## src/rtl/syst_ws_collector.sv

```systemverilog
// syst_ws_collector: aligns skewed y1/y2 outputs of syst_ws into pairs and
// buffers them in a small FIFO behind a valid/ready stream.
module syst_ws_collector #(
  parameter int DATA_W     = 19,
  parameter int Y1_LAT     = 3,
  parameter int FIFO_DEPTH = 4
) (
  input  logic                          clk_i,
  input  logic                          rst_i,
  input  logic                          vec_valid_i,
  input  logic [DATA_W-1:0]             y1_i,
  input  logic [DATA_W-1:0]             y2_i,
  output logic                          m_valid_o,
  input  logic                          m_ready_i,
  output logic [DATA_W-1:0]             m_y1_o,
  output logic [DATA_W-1:0]             m_y2_o,
  output logic [$clog2(FIFO_DEPTH):0]   count_o,
  output logic                          overflow_o,
  input  logic                          overflow_clr_i
);
  localparam int AW = $clog2(FIFO_DEPTH);
  logic [Y1_LAT:0]   tag_q, tag_d;
  logic [DATA_W-1:0] y1_hold_q, y1_hold_d;
  logic [DATA_W-1:0] mem1_q [FIFO_DEPTH];
  logic [DATA_W-1:0] mem2_q [FIFO_DEPTH];
  logic [AW-1:0]     wr_q, wr_d, rd_q, rd_d;
  logic [AW:0]       cnt_q, cnt_d;
  logic              ovf_q, ovf_d;
  logic              push, pop, full, wr_en;
  // The last tag stage doubles as hold_tag: y1_hold is valid and y2 is due now.
  assign push  = tag_q[Y1_LAT];
  assign pop   = m_valid_o & m_ready_i;
  assign full  = cnt_q == (AW+1)'(FIFO_DEPTH);
  assign wr_en = push & (~full | pop);
  always_comb begin
    tag_d     = {tag_q[Y1_LAT-1:0], vec_valid_i};
    y1_hold_d = tag_q[Y1_LAT-1] ? y1_i : y1_hold_q;
    wr_d      = wr_en ? wr_q + 1'b1 : wr_q;
    rd_d      = pop ? rd_q + 1'b1 : rd_q;
    cnt_d     = cnt_q + {{AW{1'b0}}, wr_en} - {{AW{1'b0}}, pop};
    ovf_d     = (push & full & ~pop) | (ovf_q & ~overflow_clr_i);
  end
  always_ff @(posedge clk_i or negedge rst_i) begin
    if (!rst_i) begin
      tag_q     <= '0;
      y1_hold_q <= '0;
      wr_q      <= '0;
      rd_q      <= '0;
      cnt_q     <= '0;
      ovf_q     <= 1'b0;
    end else begin
      tag_q     <= tag_d;
      y1_hold_q <= y1_hold_d;
      wr_q      <= wr_d;
      rd_q      <= rd_d;
      cnt_q     <= cnt_d;
      ovf_q     <= ovf_d;
    end
  end
  // Storage needs no reset: the head is masked to zero whenever the FIFO is empty.
  always_ff @(posedge clk_i) begin
    if (wr_en) begin
      mem1_q[wr_q] <= y1_hold_q;
      mem2_q[wr_q] <= y2_i;
    end
  end
  assign m_valid_o  = cnt_q != '0;
  assign m_y1_o     = m_valid_o ? mem1_q[rd_q] : '0;
  assign m_y2_o     = m_valid_o ? mem2_q[rd_q] : '0;
  assign count_o    = cnt_q;
  assign overflow_o = ovf_q;
endmodule
```

## config.mk

```make
export PLATFORM = sky130hd
export DESIGN_NAME = syst_ws_collector
export DESIGN_NICKNAME = d
export VERILOG_FILES = /design/src/rtl/syst_ws_collector.sv
export SDC_FILE = /design/constraint.sdc
export NUM_CORES = 1
export LEC_CHECK = 0
export CAP_MARGIN = 20
export CELL_PAD_IN_SITES_DETAIL_PLACEMENT = 1
export CELL_PAD_IN_SITES_GLOBAL_PLACEMENT = 1
export CORE_MARGIN = 5
export CORE_UTILIZATION = 43
export DETAILED_ROUTE_END_ITERATION = 10
export GPL_ROUTABILITY_DRIVEN = 1
export PLACE_DENSITY = 0.77
export SLEW_MARGIN = 20
export SYNTH_ARGS = -nofsm -noshare
export SYNTH_HDL_FRONTEND = slang
export SYNTH_SLANG_ARGS = --single-unit
```

## constraint.sdc

```tcl
create_clock -name clk_i -period 2 [get_ports clk_i]
set_input_delay 0.4 -clock clk_i [delete_from_list [all_inputs] [get_ports clk_i]]
set_output_delay 0.4 -clock clk_i [all_outputs]
set_load 0.005 [all_outputs]
```

-- Yosys cells after proc, flatten, opt, wreduce, memory -nomap -nowiden
Memory sizes are Yosys's and may differ from the RTL's.
Index checks and enable logic that the tools add are counted.
- input bits: 43
- output and inout port bits: 43
- memories: 2
- register bits after elaboration: 31
- logic and storage cells: 28
- memory bits (writable): 152
- memories (memory ; depth ; width ; rd ports ; clocked after memory_dff ; write ports ; line ; RTL):
    mem1_q ; 4 ; 19 ; 1 ; 0 ; 1 ; 24 ; logic [DATA_W-1:0] mem1_q [FIFO_DEPTH];
    mem2_q ; 4 ; 19 ; 1 ; 0 ; 1 ; 25 ; logic [DATA_W-1:0] mem2_q [FIFO_DEPTH];
- add/subtract/negate cells: 4
- reductions and logical operators: 1
- equal/unequal tests: 1
- multiplexer cells: 4
- bitwise operators: 10
- operators by type and width (kind ; number):
    19-bit two-way mux ; 2
    1-bit AND ; 5
    2-bit by 1-bit adder with 2-bit output (second input constant) ; 2
    3-bit by 1-bit adder with 3-bit output ; 1
    3-bit == test (second input constant) ; 1
    1-bit inverter ; 3
    3-bit nonzero test ; 1
    3-bit by 1-bit subtractor with 3-bit output ; 1
    1-bit two-way mux ; 2
    1-bit bitwise OR ; 2

-- Logic depth before layout (Yosys ltp)
- depth in word-level cells: 6
- depth in mapped cells: 10
- mapped depth without buffers: 10

-- Least setup slack after synthesis
Ideal clock, no wire load.
- path type: flip-flop to flip-flop
- from: reg cnt_q[1], in the netlist count_o[1]
- to: reg cnt_q[2], in the netlist count_o[2]
- stages on the path, launching flop included: 10
- path buffers: 0
- arrival time: 2148 ps
- data required time: 1873 ps
- setup time: 127 ps
- clock period less this slack: 2275 ps
- setup slack: -275 ps
- path through: dfrtp_1 -> or3_1 -> and2_1 -> ha_1 -> inv_1 -> ha_1 -> inv_1 -> fa_1 -> xnor2_1 -> xnor2_1
- cells in the longest elaborated chain, start to end: 6
- elaborated cells between the ends (all ways): 8
- those cells by class: add/sub: 2; eq/ne: 1; bitwise: 4; reduce/logical: 1
- RTL lines (element ; line ; RTL):
    start: declaration ; 27 ; logic [AW:0] cnt_q, cnt_d;
    start signal: assignment ; 56 ; cnt_q <= cnt_d;
    3-bit nonzero test (*) ; 67 ; assign m_valid_o = cnt_q != '0;
    1-bit AND (*) ; 32 ; assign pop = m_valid_o & m_ready_i;
    named net pop ; 29 ; logic push, pop, full, wr_en;
    1-bit bitwise OR ; 34 ; assign wr_en = push & (~full | pop);
    1-bit AND ; 34 ;
    3-bit by 1-bit adder with 3-bit output ; 40 ; cnt_d = cnt_q + {{AW{1'b0}}, wr_en} - {{AW{1'b0}}, pop};
    3-bit by 1-bit subtractor with 3-bit output (*) ; 40 ;
    named net cnt_d[2] ; 27 ;
The timed path passes the listed nets; every way through them passes the cells marked *.
A chain may end at the register's enable or synchronous reset.

-- Final worst setup path
- from: reg rd_q[0]
- to: out m_y1_o[9]
- cells in the longest elaborated chain, start to end: 2
- RTL lines (element ; line ; RTL):
    start: declaration ; 26 ; logic [AW-1:0] wr_q, wr_d, rd_q, rd_d;
    start signal: assignment ; 55 ; rd_q <= rd_d;
    memory read 4 x 19 bit ; n/a ;
    19-bit two-way mux ; 68 ; assign m_y1_o = m_valid_o ? mem1_q[rd_q] : '0;
    end: declaration ; 15 ; output logic [DATA_W-1:0] m_y1_o,
Every way passes these cells.

==> flow_metrics.env <==
export IMPL_outcome="complete, but fails checks"
export IMPL_violations="negative setup slack"
export IMPL_fp_row_count=46
export IMPL_syn_area_sq_um=7030
export IMPL_worst_pin_slew_ns=0.670
export IMPL_routedWlPerCell_um=21.6
export IMPL_grt_ovfl_total=0
export IMPL_cts_tree="yes"
export IMPL_rr_startpoint="count_o[1]"
export IMPL_p_leak_nw=3.49
export IMPL_num_vias=3503
export IMPL_cts_sinks=183
export IMPL_die_x_um=138
export IMPL_cts_root_buf="clkbuf_16"
export IMPL_fp_dieH_um=138
export IMPL_layout_nets=526
export IMPL_path_max_fanout=7
export IMPL_fin_skew_ns=0.00788
export IMPL_crit_path_cell_trace="buf_12 -> buf_12 -> buf_8 -> mux4_2 -> and2_1 -> buf_2"
export IMPL_first_global_vias=4085
export IMPL_first_pass_iters=4
export IMPL_pwr_share_seq_pct=35.1
export IMPL_die_area_sq_um=19000
export IMPL_drive_above_1_share_pct=49.1
export IMPL_antenna_found_initial=0
export IMPL_swShare_pct=26.5
export IMPL_worst_setup_path_start_kind="register"
export IMPL_area_growth_syn_to_layout_pct=36.1
export IMPL_reg2reg_setup_slack_ns=-0.17
export IMPL_synth_top_area_share_pct=64.9
export IMPL_avgSynthCellArea_sq_um=21.7
export IMPL_yosysUniqueCellTypes=21
export IMPL_ios=86
export IMPL_maxCapViolCount=0
export IMPL_grt_max_degree=27
export IMPL_antennaDiodeCount=0
export IMPL_first_iter_violations=170
export IMPL_start_util_pct=44.1
export IMPL_core_area_sq_um=15900
export IMPL_fin_crit_sh_pct=123
export IMPL_combPwrFrac_pct=42.8
export IMPL_synthTopCellsByArea="edfxtp_1 65%, mux4_2 12%, dfrtp_1 11%, and2_1 3.8%, mux2_2 3.2%"
export IMPL_grt_pass1_wl_um=24000
export IMPL_synthCells=324
export IMPL_clock_path_buffers=2
export IMPL_hold_violations=0
export IMPL_cp_data_arrival_time_ns=2.05
export IMPL_yosys_area_top_type="edfxtp_1"
export IMPL_viasPerCell=4.97
export IMPL_holdCritPathClass="primary input to async pin"
export IMPL_powerDensity_nw_per_um2=1560
export IMPL_clock_latency_ns=0.42
export IMPL_cp_common_cell="buf_12"
export IMPL_io_buffers=85
export IMPL_fin_crit_ns=2.45
export IMPL_ys_warn_count=0
export IMPL_drc=0
export IMPL_p_int_mw=11.0
export IMPL_clkTransAtPathRegs_ns=0.06
export IMPL_crit_type="register to output pin"
export IMPL_worst_ep_required_time_ns=1.60
export IMPL_worst_slack_ns=-0.452
export IMPL_p_clk_share_pct=22.1
export IMPL_worstRegToRegCells=9
export IMPL_ys_ff_latch=183
export IMPL_slew_violations=0
export IMPL_cts_made_buffers=17
export IMPL_irDropWorstVdd_uv=763
export IMPL_setup_worst_path_end_class="output pin"
export IMPL_r2r_end="count_o[2]"
export IMPL_critPathMaxStageDelay_ns=0.51
export IMPL_final_util_pct=60.0
export IMPL_fmax_mhz=408
export IMPL_dp_hpwl_um=9250
export IMPL_ys_seq_area_share_pct=76.0
export IMPL_routed_wl_um=15300
export IMPL_routabilityCongestion=0.767
export IMPL_grt_util_all_layers_pct=17.6
export IMPL_syn_nets=374
export IMPL_placedCellCount=639
export IMPL_p_sw_mw=3.95
export IMPL_h_tree_depth=4
export IMPL_critPathSlowestCell="dfrtp_4"
export IMPL_slew_headroom_pct=55.3
export IMPL_fin_cells=705
export IMPL_setup_viol=40
export IMPL_rsz0062_at_grt="yes"
export IMPL_drtAntennaViolNets=0
## worst max-delay path, delay by kind of cell (launching register included)
| family | cells | cell delay (ns) |
|---|---|---|
| buffers and inverters | 4 | 0.54 |
| flip-flops | 1 | 0.51 |
| multiplexers | 1 | 0.42 |
| AND/OR/NAND/NOR | 1 | 0.17 |
## cells by family (layout without fill, tap and decap cells)
family / after synthesis / count (layout) / synth area share (%)
muxes: 58 / 58 / 15.4
and+or+nand+nor: 48 / 48 / 4.25
adders and majority gates: 7 / 7 / 1.35
DFF: 183 / 183 / 76.0
AOI/OAI and AO/OA: 1 / 1 / 0.0711
xor gates and xnor gates: 5 / 5 / 0.623
buffers and inverters: 22 / 187 / 2.33
## cell usage after synthesis, drive strengths merged
master	count
and2	43
buf	10
clkbuf	5
dfrtp	31
edfxtp	152
fa	1
ha	6
inv	7
mux2	20
mux4	38
nand2	1
nand3	1
nor2b	1
nor4b	1
o21ai	1
or3	1
xnor2	4
xor2	1
## registers in the layout (all words and copies together) (netlist names)
| name | cells |
|---|---|
| count_o | 3 |
| mem1_q | 76 |
| mem2_q | 76 |
| overflow_o | 1 |
| rd_q | 2 |
| tag_q | 4 |
| wr_q | 2 |
| y1_hold_q | 19 |
## what timing repair did
| action | CTS | global route |
|---|---|---|
| cloned | 5 | 0 |
| hold buffers | 0 | 0 |
| hold endpoints to repair | 0 | 0 |
| resized for setup | 253 | 16 |
| setup buffers | 27 | 6 |
| endpoints found under the setup margin | 41 | 41 |
| pin swaps | 22 | 10 |
## power by group through the flow
stage                     Combinational, mW  Sequential, mW  Clock, mW
after floorplan                        2.48            5.22          0
after global placement                 4.75            5.26          0
after detailed placement               4.88            5.33          0
after CTS                              6.44            5.27       3.38
after global routing                   6.81            5.30       3.56
final                                  6.38            5.24       3.30
## worst max path at each step
stage                 end       start  cells past startpoint
4_1_cts         m_y2_o[1]     rd_q[0]                      6
2_1_floorplan  count_o[2]  count_o[2]                      9
6_report        m_y1_o[9]     rd_q[0]                      6
3_3_place_gp   count_o[2]   m_ready_i                     11
3_5_place_dp   count_o[2]   m_ready_i                     11
5_1_grt         m_y1_o[9]     rd_q[0]                      6
## routing by layer
layer / vias to the layer above / wire [um] / GRT usage [%]
met1: 1831 / 6050 / 20.8
met5: - / 0 / 0
met3: 11 / 598 / 3.98
met4: 0 / 133 / 4.77
li1: 1574 / - / -
met2: 87 / 8470 / 32.3
## stage by stage
stage	worst slack [ns]	cell area [sq um]	hold slack, ns	power [mW]	TNS [ns]
after floorplan	-0.135	7060	0.104	7.70	-0.135
after global placement	-0.554	8400	0.335	10.0	-23.10
after detailed placement	-0.666	8400	0.336	10.2	-32.96
after CTS	-0.508	9560	0.0171	15.1	-16.08
after global routing	-0.499	9560	0.0433	15.7	-16.79
final	-0.452	9560	0.00637	14.9	-14.47
## cells in the final DEF (no fill, tap or decap), types with 2 or more instances in the layout
| cell | synthesis | final |
|---|---|---|
| buf_6 | 1 | 55 |
| buf_2 | 4 | 7 |
| edfxtp_1 | 152 | 152 |
| inv_2 | 0 | 3 |
| clkinvlp_4 | 0 | 2 |
| buf_12 | 4 | 15 |
| and2_2 | 0 | 4 |
| inv_1 | 7 | 3 |
| dfrtp_2 | 0 | 2 |
| buf_8 | 0 | 4 |
| dfrtp_1 | 31 | 28 |
| mux4_2 | 38 | 38 |
| clkbuf_16 | 0 | 17 |
| clkdlybuf4s50_1 | 0 | 45 |
| buf_4 | 1 | 21 |
| clkinv_4 | 0 | 2 |
| xnor2_1 | 4 | 3 |
| and2_1 | 43 | 5 |
| clkbuf_8 | 0 | 4 |
| clkbuf_1 | 5 | 5 |
| mux2_2 | 20 | 20 |
| ha_4 | 0 | 2 |
| ha_1 | 6 | 4 |
| bufinv_16 | 0 | 2 |
| and2_4 | 0 | 34 |
## layout make-up
cell class                      count  area, sq um
Fill cell                        1375         6380
Sequential cell                   183         5350
Multi-Input combinational cell    119         1670
Timing Repair Buffer              148         1660
Clock buffer                       26          499
Tap cell                          216          270
Clock inverter                      6         92.6
Inverter                            7         28.8
No activity file was read; power rests on OpenSTA's default activity.
